$ cat config.mk
export PLATFORM = sky130hd
export DESIGN_NAME = uram_rd_streamer
export DESIGN_NICKNAME = d
export VERILOG_FILES = /design/src/rtl/uram_rd_streamer.sv
export SDC_FILE = /design/constraint.sdc
export NUM_CORES = 1
export LEC_CHECK = 0
export ABC_AREA = 1
export CELL_PAD_IN_SITES_DETAIL_PLACEMENT = 0
export CELL_PAD_IN_SITES_GLOBAL_PLACEMENT = 1
export CORE_MARGIN = 10
export CORE_UTILIZATION = 50
export CTS_CLUSTER_DIAMETER = 120
export CTS_CLUSTER_SIZE = 8
export DETAILED_ROUTE_END_ITERATION = 8
export PLACE_DENSITY = 0.87
export SLEW_MARGIN = 40
export SYNTH_ARGS = -nofsm -noshare
export SYNTH_HDL_FRONTEND = slang
export SYNTH_SLANG_ARGS = --single-unit
$ cat constraint.sdc
create_clock -name clk -period 7.4 [get_ports clk]
set_input_delay 1.11 -clock clk [delete_from_list [all_inputs] [get_ports clk]]
set_output_delay 1.11 -clock clk [all_outputs]
set_load 0.1 [all_outputs]
$ cat src/rtl/uram_rd_streamer.sv
// uram_rd_streamer
//   Read-side sequencer for a fixed-latency URAM read port. A start command
//   issues one burst of reads over a contiguous address range. The returned
//   words are buffered and presented as a valid/ready stream. Reads are only
//   issued while buffer space is guaranteed, so a returning word always has a
//   free FIFO slot.
//
// Ports
//   clk, rst_n           : clock, asynchronous active-low reset
//   start                : one-cycle burst request, honoured only when idle
//   base_addr, length    : first address and word count, captured with start
//   busy, done           : burst in progress / one-cycle completion pulse
//   ram_addr_vld, ram_addr : read request to the RAM
//   ram_dout_vld, ram_dout : delayed read data from the RAM
//   m_valid, m_data, m_last, m_ready : output stream
module uram_rd_streamer #(
  parameter int unsigned DATA_WIDTH = 32,
  parameter int unsigned ADDR_WIDTH = 14,
  parameter int unsigned RD_LATENCY = 3,
  parameter int unsigned FIFO_DEPTH = 8
) (
  input  logic                  clk,
  input  logic                  rst_n,
  input  logic                  start,
  input  logic [ADDR_WIDTH-1:0] base_addr,
  input  logic [ADDR_WIDTH:0]   length,
  output logic                  busy,
  output logic                  done,
  output logic                  ram_addr_vld,
  output logic [ADDR_WIDTH-1:0] ram_addr,
  input  logic                  ram_dout_vld,
  input  logic [DATA_WIDTH-1:0] ram_dout,
  output logic                  m_valid,
  output logic [DATA_WIDTH-1:0] m_data,
  output logic                  m_last,
  input  logic                  m_ready
);

  localparam int unsigned PTR_W = $clog2(FIFO_DEPTH);
  localparam int unsigned CNT_W = PTR_W + 1;
  localparam int unsigned LEN_W = ADDR_WIDTH + 1;
  localparam logic [LEN_W-1:0] LEN_ONE = {{(LEN_W-1){1'b0}}, 1'b1};
  localparam logic [CNT_W-1:0] CNT_ONE = {{(CNT_W-1){1'b0}}, 1'b1};
  localparam logic [PTR_W-1:0] PTR_ONE = {{(PTR_W-1){1'b0}}, 1'b1};
  localparam logic [CNT_W:0]   DEPTH_C = (CNT_W+1)'(FIFO_DEPTH);

  // The FIFO must cover the full read pipeline for back-to-back issue.
  if ((RD_LATENCY < 32'd1) || (FIFO_DEPTH < RD_LATENCY + 32'd1) ||
      ((FIFO_DEPTH & (FIFO_DEPTH - 32'd1)) != 32'd0)) begin : g_param_check
    $error("uram_rd_streamer: illegal RD_LATENCY / FIFO_DEPTH combination");
  end

  typedef enum logic [1:0] {
    ST_IDLE  = 2'd0,
    ST_RUN   = 2'd1,
    ST_DRAIN = 2'd2,
    ST_FIN   = 2'd3
  } state_t;

  state_t                state_q, state_d;
  logic [ADDR_WIDTH-1:0] base_q, base_d;
  logic [LEN_W-1:0]      len_q, len_d;
  logic [LEN_W-1:0]      issued_q, issued_d;
  logic [LEN_W-1:0]      rcv_q, rcv_d;
  logic [CNT_W-1:0]      out_q, out_d;
  logic [CNT_W-1:0]      cnt_q, cnt_d;
  logic [PTR_W-1:0]      wr_ptr_q, wr_ptr_d;
  logic [PTR_W-1:0]      rd_ptr_q, rd_ptr_d;
  logic                  busy_q, busy_d;
  logic                  done_q, done_d;
  logic                  addr_vld_q, addr_vld_d;
  logic [ADDR_WIDTH-1:0] addr_q, addr_d;
  logic [DATA_WIDTH:0]   mem_q [FIFO_DEPTH];

  logic                  push_s;
  logic                  pop_s;
  logic                  push_last_s;
  logic                  credit_ok_s;
  logic [CNT_W:0]        credit_sum_s;

  // Returns with nothing outstanding are stale pipeline contents (e.g. after a
  // reset mid-burst) and are dropped.
  assign push_s       = ram_dout_vld && (out_q != {CNT_W{1'b0}});
  assign pop_s        = m_valid && m_ready;
  assign push_last_s  = (rcv_q == (len_q - LEN_ONE));
  // Reads in flight plus words buffered must never exceed the FIFO size.
  assign credit_sum_s = {1'b0, out_q} + {1'b0, cnt_q};
  assign credit_ok_s  = (credit_sum_s < DEPTH_C);

  assign busy         = busy_q;
  assign done         = done_q;
  assign ram_addr_vld = addr_vld_q;
  assign ram_addr     = addr_q;
  assign m_valid      = (cnt_q != {CNT_W{1'b0}});
  assign m_data       = mem_q[rd_ptr_q][DATA_WIDTH-1:0];
  assign m_last       = m_valid && mem_q[rd_ptr_q][DATA_WIDTH];

  // Burst sequencing: start capture, read issue and completion.
  always_comb begin
    state_d    = state_q;
    base_d     = base_q;
    len_d      = len_q;
    issued_d   = issued_q;
    addr_vld_d = 1'b0;
    addr_d     = addr_q;
    rcv_d      = push_s ? (rcv_q + LEN_ONE) : rcv_q;
    case (state_q)
      ST_IDLE: begin
        if (start) begin
          base_d = base_addr;
          len_d  = length;
          rcv_d  = {LEN_W{1'b0}};
          if (length != {LEN_W{1'b0}}) begin
            // First read goes out straight from IDLE to save a cycle of latency.
            addr_vld_d = 1'b1;
            addr_d     = base_addr;
            issued_d   = LEN_ONE;
            state_d    = (length == LEN_ONE) ? ST_DRAIN : ST_RUN;
          end else begin
            issued_d = {LEN_W{1'b0}};
            state_d  = ST_FIN;
          end
        end else begin
          state_d = ST_IDLE;
        end
      end
      ST_RUN: begin
        if (credit_ok_s && (issued_q < len_q)) begin
          addr_vld_d = 1'b1;
          addr_d     = base_q + issued_q[ADDR_WIDTH-1:0];
          issued_d   = issued_q + LEN_ONE;
          state_d    = ((issued_q + LEN_ONE) == len_q) ? ST_DRAIN : ST_RUN;
        end else begin
          state_d = ST_RUN;
        end
      end
      ST_DRAIN: begin
        if (pop_s && m_last) begin
          state_d = ST_FIN;
        end else begin
          state_d = ST_DRAIN;
        end
      end
      ST_FIN: begin
        state_d = ST_IDLE;
      end
      default: begin
        state_d = ST_IDLE;
      end
    endcase
    busy_d = (state_d == ST_RUN) || (state_d == ST_DRAIN);
    done_d = (state_d == ST_FIN);
  end

  // Outstanding-read credit counter and FIFO pointer/occupancy bookkeeping.
  always_comb begin
    case ({addr_vld_d, push_s})
      2'b10:   out_d = out_q + CNT_ONE;
      2'b01:   out_d = out_q - CNT_ONE;
      default: out_d = out_q;
    endcase
    wr_ptr_d = push_s ? (wr_ptr_q + PTR_ONE) : wr_ptr_q;
    rd_ptr_d = pop_s ? (rd_ptr_q + PTR_ONE) : rd_ptr_q;
    case ({push_s, pop_s})
      2'b10:   cnt_d = cnt_q + CNT_ONE;
      2'b01:   cnt_d = cnt_q - CNT_ONE;
      default: cnt_d = cnt_q;
    endcase
  end

  // State and control registers.
  always_ff @(posedge clk or negedge rst_n) begin
    if (!rst_n) begin
      state_q    <= ST_IDLE;
      base_q     <= {ADDR_WIDTH{1'b0}};
      len_q      <= {LEN_W{1'b0}};
      issued_q   <= {LEN_W{1'b0}};
      rcv_q      <= {LEN_W{1'b0}};
      out_q      <= {CNT_W{1'b0}};
      cnt_q      <= {CNT_W{1'b0}};
      wr_ptr_q   <= {PTR_W{1'b0}};
      rd_ptr_q   <= {PTR_W{1'b0}};
      busy_q     <= 1'b0;
      done_q     <= 1'b0;
      addr_vld_q <= 1'b0;
      addr_q     <= {ADDR_WIDTH{1'b0}};
    end else begin
      state_q    <= state_d;
      base_q     <= base_d;
      len_q      <= len_d;
      issued_q   <= issued_d;
      rcv_q      <= rcv_d;
      out_q      <= out_d;
      cnt_q      <= cnt_d;
      wr_ptr_q   <= wr_ptr_d;
      rd_ptr_q   <= rd_ptr_d;
      busy_q     <= busy_d;
      done_q     <= done_d;
      addr_vld_q <= addr_vld_d;
      addr_q     <= addr_d;
    end
  end

  // FIFO storage: data word plus its end-of-burst tag; contents need no reset.
  always_ff @(posedge clk) begin
    if (push_s) begin
      mem_q[wr_ptr_q] <= {push_last_s, ram_dout};
    end
  end

endmodule

==> flow_metrics.py <==
metrics = {
    "status": {
        "outcome": "completed",
    },
    "detailed_routing": {
        "antenna_left": 0,
        "avgViaCountPerCell": 5.40,
        "route.detailed.drc": 0,
        "drt_iter0_drc": 880,
        "first_pass_iters": 5,
        "drt_wl_total_mm": 40.3,
        "wire_per_inst_um": 17.9,
        "vias": 12100,
    },
    "global_route": {
        "grt_max_degree": 104,
        "grt_usage": 0.195,
        "grt-ovfl-total": 0,
        "grt_pass1_vias": 11900,
        "grt_pass1_wl_mm": 64.3,
        "antenna_found_initial": 1,
    },
    "timing": {
        "drv_slew": 0,
        "max-slew-margin-rel": 0.442,
        "setup_violations": 0,
        "grt_setup_unrepaired": "false",
        "final.setup_skew_ns": 0.0159,
        "tightestPinTransition_ns": 0.835,
        "post-route-period-util": 0.620,
        "hold_viol": 0,
        "fin_tns_setup_ns": 0,
        "period_minus_slack_ns": 4.59,
        "timing.fmax_ghz": 0.218,
    },
    "floorplan": {
        "die_y_um": 202,
        "core_um2": 32600,
        "rows": 66,
        "dieArea_um2": 40900,
        "die_w_um": 202,
        "start_util": 0.509,
        "ios": 117,
    },
    "final_layout": {
        "diodes": 0,
        "nets": 1876,
        "drive_gt1_frac": 0.0921,
        "nFillCells": 2742,
        "fin_cells": 2244,
        "syn_to_final_growth_pct": 17.1,
    },
    "clock_tree": {
        "ctsResizeCount": 0,
        "cts_inserted_buffers": 50,
        "cts_sinks": 356,
        "path_clk_slew_ns": 0.05,
        "htree_num_levels": 2,
        "post-cts-setup-buffers": 0,
        "hold_buffers": 0,
        "root_buffer": "clkbuf_16",
        "clkLatencyLatePin_ns": 0.56,
        "tritoncts": "done",
        "cts.path.max_buffers": 3,
    },
    "worst_setup_path": {
        "r2r_slack_ns": 3.78,
        "arrival_ns": 3.48,
        "worstSetupStartpointType": "register",
        "crit_type": "reg -> out",
        "endpoint_kind": "output port",
        "required_ns": 6.29,
        "crit_fanout": 68,
    },
    "synth": {
        "synth.avg_cell_area_um2": 10.1,
        "synth_nets": 1760,
        "synth_area_leaders": "edfxtp_1 48%, dfrtp_1 14%, nor2_1 6.9%",
        "synth_warnings": 0,
        "yosysTopAreaCell": "edfxtp_1",
        "yosysSeqAreaShare": 0.616,
        "ys_ff_latch": 356,
        "synth_top_area_share": 0.478,
        "netlist_area_um2": 16600,
        "post_synth_num_cell_types": 45,
        "synthCells": 1648,
    },
    "power": {
        "p_per_area_nw_per_um2": 490,
        "p_leak_nw": 7.65,
        "ir_drop_uv": 360,
    },
    "place": {
        "port_buffers": 116,
        "dp_cells": 2154,
        "hpwl_mm": 25.5,
        "gp_congestion": 0.863,
    },
    "hold_path": {
        "worstHoldPathType": "reg -> reg",
    },
    "flow_run": {
        "cap_violations": 0,
    },
}
-- worst paths after layout --
check | start | to | depth (start not counted)
worst max-delay path | rd_ptr_q[1] | m_data[27] | 8
worst min register to register | ram_addr[8] | ram_addr[8] | 2
worst min-delay path | ram_addr[8] | ram_addr[8] | 2
worst max register to register | out_q[2] | out_q[3] | 16
min in group asynchronous | rst_n | base_q[8] | 1
max in group asynchronous | rst_n | rd_ptr_q[0] | 2
-- report_power, final --
group	switching, mW	total, mW	internal [mW]
Sequential	0.277	2.86	2.58
Combinational	3.49	4.52	1.03
Clock	0.827	2.12	1.30
Total	4.60	9.51	4.91
-- synth_stat cells, drive strengths merged --
cell type and instances:
nand2 265, nor4 3, a21o 2, a31oi 33, a211oi 4, o21a 1, nor2 314, a21boi 1
o21ai 209, buf 21, inv 110, xor2 27, nand3 70, clkinv 2, nand3b 4, dfrtp 92
clkbuf 48, xnor2 12, edfxtp 264, nand4 22, a21oi 40, xnor3 1, or2 2, fa 3
ha 43, nor3 17, and3 1, o22ai 32, o21bai 3, o211ai 2
-- critical path, stage by stage (launching register included) --
cell     delay, ns
dfrtp_2       0.38
buf_4         0.36
inv_2         0.47
buf_4         0.49
o21ai_0       0.19
o22ai_1       0.17
nor2_1        0.06
a31oi_1       0.25
buf_2         0.48
-- layer usage --
metal | wire [um] | vias to the layer above | part of all wire | GRT usage
met3 | 2260 | 62 | 0.056 | 0.0355
met1 | 18300 | 5780 | 0.45 | 0.263
li1 | - | 5937 | - | -
met5 | 13 | - | 0.00032 | 0
met4 | 758 | 2 | 0.019 | 0.0565
met2 | 19000 | 326 | 0.47 | 0.316
-- cells in the final DEF, fill, tap and decap left out, types with 50 or more instances in the layout --
cell,count
buf_2,51
clkbuf_16,50
clkdlybuf4s50_1,64
dfrtp_1,90
edfxtp_1,264
inv_1,102
nand2_1,258
nand3_1,69
nor2_1,297
o21ai_0,206
-- stage by stage --
stage	util	worst slack, ns	hold slack (ns)	cell area, um2	total power, mW
CTS	0.595	2.84	0.471	19400	9.57
finish	0.596	2.81	0.472	19400	9.51
detailed placement	0.550	2.92	0.458	18000	7.42
floorplan	-	3.47	0.455	16600	6.46
global placement	0.558	2.78	0.455	18200	7.55
global route	0.596	2.65	0.494	19400	10.1
-- cell type report --
cell class | instances | area, um2 | area share
repair buffers | 133 | 1040 | 0.0535
inverters | 112 | 424 | 0.0218
clock buffers | 86 | 1390 | 0.0714
flip-flops and latches | 356 | 10200 | 0.527
multi-input cells | 1111 | 5700 | 0.294
well taps | 442 | 553 | 0.0285
clock inverters | 4 | 85.1 | 0.00438
-- flip-flops by register name, summed over array words and instances, names as in the netlist, 4 cells and up --
signal,flops
len_q,15
mem_q,264
issued_q,15
out_q,4
base_q,14
rcv_q,15
cnt_q,4
ram_addr,14
-- cell families after synthesis --
group | count (synthesis) | synth area share
AO/OA/AOI/OAI | 327 | 0.106
flip-flops | 356 | 0.616
AND/OR/NAND/NOR | 698 | 0.176
buffers and inverters | 181 | 0.0435
XOR/XNOR | 40 | 0.0219
adder cells (fa/ha/maj) | 46 | 0.0360
(Power assumes the default switching activity.)
